### src/rtl/sccb_slave_responder.sv
// SCCB/I2C responder emulating the OV7670 register interface over a 256x8 bank.
// Optional macro SCCB_SLAVE_AUTOINC_EN: reg_ptr auto-increments after every data byte.
module sccb_slave_responder #(
    parameter logic [6:0] C_SLAVE_ADDR = 7'h21,
    parameter int         C_FILTER_LEN = 3
) (
    input  logic       clk,
    input  logic       rst,
    input  logic       scl_i,
    input  logic       sda_i,
    output logic       sda_o,
    output logic       sda_t,
    output logic       wr_strobe,
    output logic [7:0] wr_addr,
    output logic [7:0] wr_data,
    output logic       busy,
    input  logic [7:0] host_addr,
    output logic [7:0] host_rdata,
    output logic [3:0] state_dbg
);

    typedef enum logic [3:0] {
        S_IDLE      = 4'd0,
        S_DEV_ADDR  = 4'd1,
        S_DEV_ACK   = 4'd2,
        S_REG_ADDR  = 4'd3,
        S_REG_ACK   = 4'd4,
        S_WR_DATA   = 4'd5,
        S_WR_ACK    = 4'd6,
        S_RD_DATA   = 4'd7,
        S_RD_ACK    = 4'd8,
        S_WAIT_STOP = 4'd9
    } state_t;

    localparam logic [3:0] FLT_LAST = 4'(C_FILTER_LEN - 1);

    // Bit 0 carries SCL, bit 1 carries SDA through sync and filter.
    logic [1:0] sync1, sync2, filt, filt_q;
    logic [3:0] flt_cnt [2];

    always_ff @(posedge clk) begin
        if (rst) begin
            sync1      <= 2'b11;
            sync2      <= 2'b11;
            filt       <= 2'b11;
            filt_q     <= 2'b11;
            flt_cnt[0] <= '0;
            flt_cnt[1] <= '0;
        end else begin
            sync1  <= {sda_i, scl_i};
            sync2  <= sync1;
            filt_q <= filt;
            for (int i = 0; i < 2; i++) begin
                if (sync2[i] == filt[i]) begin
                    flt_cnt[i] <= '0;
                end else if (flt_cnt[i] == FLT_LAST) begin
                    filt[i]    <= sync2[i];
                    flt_cnt[i] <= '0;
                end else begin
                    flt_cnt[i] <= flt_cnt[i] + 4'd1;
                end
            end
        end
    end

    logic scl_rise, scl_fall, start_det, stop_det;
    assign scl_rise  =  filt[0] & ~filt_q[0];
    assign scl_fall  = ~filt[0] &  filt_q[0];
    assign start_det = ~filt[1] &  filt_q[1] & filt[0];
    assign stop_det  =  filt[1] & ~filt_q[1] & filt[0];

    state_t     state;
    logic [7:0] bank [256];
    logic [7:0] reg_ptr, shift, rx_byte, rd_byte, ptr_inc;
    logic [3:0] bit_cnt;
    logic       ack_on, rw_bit;

    assign rx_byte   = {shift[6:0], filt[1]};
    assign rd_byte   = bank[reg_ptr];
    assign sda_o     = 1'b0;
    assign state_dbg = state;

`ifdef SCCB_SLAVE_AUTOINC_EN
    assign ptr_inc = reg_ptr + 8'd1;
`else
    assign ptr_inc = reg_ptr;
`endif

    always_ff @(posedge clk) begin
        if (rst) begin
            state      <= S_IDLE;
            sda_t      <= 1'b1;
            wr_strobe  <= 1'b0;
            wr_addr    <= 8'h00;
            wr_data    <= 8'h00;
            busy       <= 1'b0;
            host_rdata <= 8'h00;
            reg_ptr    <= 8'h00;
            shift      <= 8'h00;
            bit_cnt    <= 4'd0;
            ack_on     <= 1'b0;
            rw_bit     <= 1'b0;
            for (int i = 0; i < 256; i++) bank[i] <= 8'h00;
        end else begin
            wr_strobe  <= 1'b0;
            host_rdata <= bank[host_addr];
            if (start_det) begin
                state   <= S_DEV_ADDR;
                bit_cnt <= 4'd0;
                shift   <= 8'h00;
                sda_t   <= 1'b1;
                busy    <= 1'b0;
                ack_on  <= 1'b0;
            end else if (stop_det) begin
                state   <= S_IDLE;
                bit_cnt <= 4'd0;
                sda_t   <= 1'b1;
                busy    <= 1'b0;
                ack_on  <= 1'b0;
            end else begin
                case (state)
                    S_DEV_ADDR: if (scl_rise) begin
                        shift   <= rx_byte;
                        bit_cnt <= bit_cnt + 4'd1;
                        if (bit_cnt == 4'd7) begin
                            bit_cnt <= 4'd0;
                            if (rx_byte[7:1] == C_SLAVE_ADDR) begin
                                rw_bit <= rx_byte[0];
                                busy   <= 1'b1;
                                state  <= S_DEV_ACK;
                            end else begin
                                state  <= S_WAIT_STOP;
                            end
                        end
                    end
                    // First fall drives ACK low, second fall ends the ACK clock.
                    S_DEV_ACK: if (scl_fall) begin
                        if (!ack_on) begin
                            sda_t  <= 1'b0;
                            ack_on <= 1'b1;
                        end else begin
                            ack_on <= 1'b0;
                            if (rw_bit) begin
                                state   <= S_RD_DATA;
                                sda_t   <= rd_byte[7];
                                shift   <= {rd_byte[6:0], 1'b0};
                                bit_cnt <= 4'd1;
                            end else begin
                                state   <= S_REG_ADDR;
                                sda_t   <= 1'b1;
                                bit_cnt <= 4'd0;
                            end
                        end
                    end
                    S_REG_ADDR: if (scl_rise) begin
                        shift   <= rx_byte;
                        bit_cnt <= bit_cnt + 4'd1;
                        if (bit_cnt == 4'd7) begin
                            bit_cnt <= 4'd0;
                            reg_ptr <= rx_byte;
                            state   <= S_REG_ACK;
                        end
                    end
                    S_REG_ACK, S_WR_ACK: if (scl_fall) begin
                        if (!ack_on) begin
                            sda_t  <= 1'b0;
                            ack_on <= 1'b1;
                        end else begin
                            ack_on  <= 1'b0;
                            sda_t   <= 1'b1;
                            bit_cnt <= 4'd0;
                            state   <= S_WR_DATA;
                            if (state == S_WR_ACK) reg_ptr <= ptr_inc;
                        end
                    end
                    S_WR_DATA: if (scl_rise) begin
                        shift   <= rx_byte;
                        bit_cnt <= bit_cnt + 4'd1;
                        if (bit_cnt == 4'd7) begin
                            bit_cnt       <= 4'd0;
                            bank[reg_ptr] <= rx_byte;
                            wr_addr       <= reg_ptr;
                            wr_data       <= rx_byte;
                            wr_strobe     <= 1'b1;
                            state         <= S_WR_ACK;
                        end
                    end
                    S_RD_DATA: if (scl_fall) begin
                        if (bit_cnt == 4'd8) begin
                            sda_t   <= 1'b1;
                            bit_cnt <= 4'd0;
                            state   <= S_RD_ACK;
                        end else begin
                            sda_t   <= shift[7];
                            shift   <= {shift[6:0], 1'b0};
                            bit_cnt <= bit_cnt + 4'd1;
                        end
                    end
                    // Master ACK continues the read; the next MSB goes out on the following fall.
                    S_RD_ACK: if (scl_rise) begin
                        reg_ptr <= ptr_inc;
                        if (filt[1]) begin
                            state <= S_WAIT_STOP;
                        end else begin
                            shift   <= bank[ptr_inc];
                            bit_cnt <= 4'd0;
                            state   <= S_RD_DATA;
                        end
                    end
                    S_IDLE, S_WAIT_STOP: ;
                    default: state <= S_IDLE;
                endcase
            end
        end
    end

endmodule

### config.mk
export PLATFORM = sky130hd
export DESIGN_NAME = sccb_slave_responder
export DESIGN_NICKNAME = d
export VERILOG_FILES = /design/src/rtl/sccb_slave_responder.sv
export SDC_FILE = /design/constraint.sdc
export NUM_CORES = 2
export LEC_CHECK = 0
export BUFFER_PORTS_ARGS = -buffer_cell sky130_fd_sc_hd__buf_2
export CORE_ASPECT_RATIO = 0.9
export CORE_MARGIN = 1.5
export CORE_UTILIZATION = 45
export CTS_CLUSTER_DIAMETER = 40
export CTS_CLUSTER_SIZE = 10
export DETAILED_ROUTE_END_ITERATION = 7
export GPL_ROUTABILITY_DRIVEN = 0
export HOLD_SLACK_MARGIN = 0.15
export PLACE_DENSITY = 0.6
export SYNTH_ARGS = -nofsm -noshare
export SYNTH_HDL_FRONTEND = slang
export SYNTH_SLANG_ARGS = --single-unit
### constraint.sdc
create_clock -name clk -period 5.31 [get_ports clk]
set_clock_uncertainty 0.2 [all_clocks]
set_input_delay 0.531 -clock clk [delete_from_list [all_inputs] [get_ports clk]]
set_output_delay 0.531 -clock clk [all_outputs]
set_load 0.005 [all_outputs]
==> flow_summary.yaml <==
worst_setup_path:
  crit_type: "reg -> reg"
  worstPathMaxFanout: 29
  critPathCaptureType: "flop"
  start_kind: "flop"
  critPathArrivalTime_ps: 5440
  rrSetupSlack_ps: 440
  crit_required_ps: 5880
timing:
  period_needed_ps: 4868
  timing.fmax_ghz: 0.2054
  finalWorstSetupSlack_ps: 441.8
  rsz0062_at_grt: "false"
  tns_ps: 0
  fin_hold_ws_ps: 210.3
  setup_violations: 0
  hold_violations: 0
  slew-limit-headroom_pct: 12.90
  drv_slew: 0
  fin_crit_sh_pct: 91.68
  worst_slew_pin_slew_ps: 1290
routing:
  route.detailed.drc: 0
  antenna_left: 0
  routed_wl_um: 418600
  num_vias: 78148
  wl_per_cell_um: 37.81
  drt-initial-drc-count: 12697
  viasPerCell: 7.058
  drtPass1Iterations: 6
power:
  swShare_pct: 25.58
  power_density_nw_per_um2: 360.2
  p_int_mw: 35.24
  p_leak_nw: 53.37
  clkPwrFrac_pct: 50.2
  irDropWorstVdd_v: 0.0004162
  p_seq_share_pct: 41.4
  switchingPower_mw: 12.11
  pwr-share-comb_pct: 8.4
  p_total_mw: 47.35
cts:
  postCtsSetupRepairBufs: 0
  clkLatencyLatePin_ps: 900
  cts-buffers-inserted: 365
  cts_buffer_depth: 4
  cts_hold_buf: 6
  cts_tree: "built"
  root_buffer: "clkbuf_16"
  clock-sinks: 2125
  htree_levels: 5
  clk_pin_slew_ps: 50
  post_cts_resized: 0
flow_run:
  maxCapViolations: 0
grt:
  use_met3_pct: 10.47
  grt_first_pass_wirelength_um: 588200
  gr-max-usage-layer: "met2"
  grt_pass1_vias: 75097
  grt_antenna_before_repair: 44
  gr-usage-all-layers_pct: 31.87
  grt_overflow: 0
  met1_usage_pct: 43.77
  use_met2_pct: 46.49
  grt_max_degree: 210
final_layout:
  fillers: 20637
  final_cells: 11072
  mostFrequentLayoutCells: "and3_1 (2056), edfxtp_1 (2056), mux4_2 (1158)"
  design_area_um2: 131500
  postLayoutCoreUtil_pct: 51.56
  drive_above_1_share_pct: 29.11
  syn2layout_area_growth_pct: 14.13
  fin_nets: 7397
synthesis:
  synth_top_cell_by_area: "edfxtp_1"
  synthDistinctLibCells: 73
  synth-seq-cells: 2125
  syn-mean-instance-area_um2: 14.93
  ys.flop_type: "edfxtp_1"
  synthCells: 7716
  seq_area_frac_synth_pct: 54.79
  synth.top_cell.area_share_pct: 53.59
  yosysWarnings: 0
  synth_edf_count: 2056
  async_flop_share_pct: 0
  synthTopCellsByArea: "edfxtp_1 (54%), mux4_2 (23%), and3_1 (11%), clkbuf_1 (2.9%), a21o_1 (1.7%)"
  syn_area_um2: 115200
floorplan:
  io_pins: 44
  die_w_um: 536.3
  dieArea_um2: 259000
  start_util_pct: 45.18
  std_cell_rows: 176
  fp.dieH_um: 483
  core_area_um2: 255000
status:
  status: "finished, final reports clean"
placement:
  hpwl_um: 267200
  portBuffers: 42
  placed_cell_area_um2: 119200
  placed_cells: 10388
  pre_cts_ws_ps: 643.3
worst_hold_path:
  hp-class: "reg -> reg"
-- worst max-delay path: stages, from the launching register on --
cell and delay (ps):
dfxtp_4 1040, buf_4 480, mux4_2 600, a22o_1 260
a221oi_1 690, o22ai_1 230, nor4_1 400, buf_4 200
nor2_1 70, buf_4 200, a32oi_1 220, a31oi_1 120
-- sequential cells by signal (all words and copies together) (netlist names), 2 cells and up, named ones only --
name and flops:
bank 2048, bit_cnt 4, filt 2, filt_q 2, flt_cnt 8, host_rdata 8, ptr_inc 8, shift 8
state_dbg 4, sync1 2, sync2 2, wr_addr 8, wr_data 8
-- power by group through the flow --
stage / combinational (mW) / clock, mW / sequential, mW
after floorplan: 2.48 / 0 / 19.4
after global placement: 3.83 / 0 / 19.9
after detailed placement: 3.85 / 0 / 19.9
after CTS: 3.86 / 23.8 / 19.6
after global routing: 4.04 / 24.5 / 19.7
final: 3.98 / 23.8 / 19.6
-- layout make-up --
type	count	area (µm²)	area share (%)
inverter	20	76.32	0.05805
clock inverter	240	2626	1.997
multi-input combinational	4465	47710	36.29
clock buffer	413	9578	7.285
timing repair buffer	402	4025	3.061
sequential	2125	63170	48.04
tap	3382	4232	3.218
antenna	25	62.56	0.04758
-- cell usage after synthesis (18+ instances only) --
| cell type | count |
|---|---|
| a21oi_1 | 57 |
| mux2i_1 | 109 |
| a211oi_1 | 31 |
| inv_1 | 18 |
| nand2_1 | 132 |
| nand3_1 | 40 |
| nor3_1 | 39 |
| buf_4 | 52 |
| a221oi_1 | 29 |
| mux4_2 | 1158 |
| nor2b_1 | 35 |
| dfxtp_1 | 69 |
| nor2_1 | 96 |
| nand2b_1 | 23 |
| a31oi_1 | 18 |
| a21o_1 | 258 |
| a22o_1 | 19 |
| mux2_2 | 33 |
| o21ai_0 | 44 |
| and3_1 | 2056 |
| buf_2 | 121 |
| buf_1 | 34 |
| edfxtp_1 | 2056 |
| clkbuf_1 | 894 |
| o22ai_1 | 36 |
| a22oi_1 | 63 |
-- final timing paths --
kind,cells past startpoint,to,from
max,11,shift[4],flop
min,1,sync2[0],sync1[0]
max reg2reg,11,shift[4],flop
min reg2reg,1,sync2[0],sync1[0]
-- layer usage --
metal	vias to the layer above	share of wire (%)
met5	-	0.074
met1	40870	38
met2	5401	44
met4	44	4.8
met3	1017	13
li1	30816	-
-- cell families after synthesis --
kind of cell / synth area share, %
AO/OA/AOI/OAI: 4.008
AND/OR/NAND/NOR: 13.08
XOR/XNOR: 0.06842
adder cells (fa/ha/maj): 0.06517
multiplexers: 23.91
other: 0.006519
flip-flops: 54.79
buffers and inverters: 4.071
Note: power is estimated with default switching activity, not from simulation.
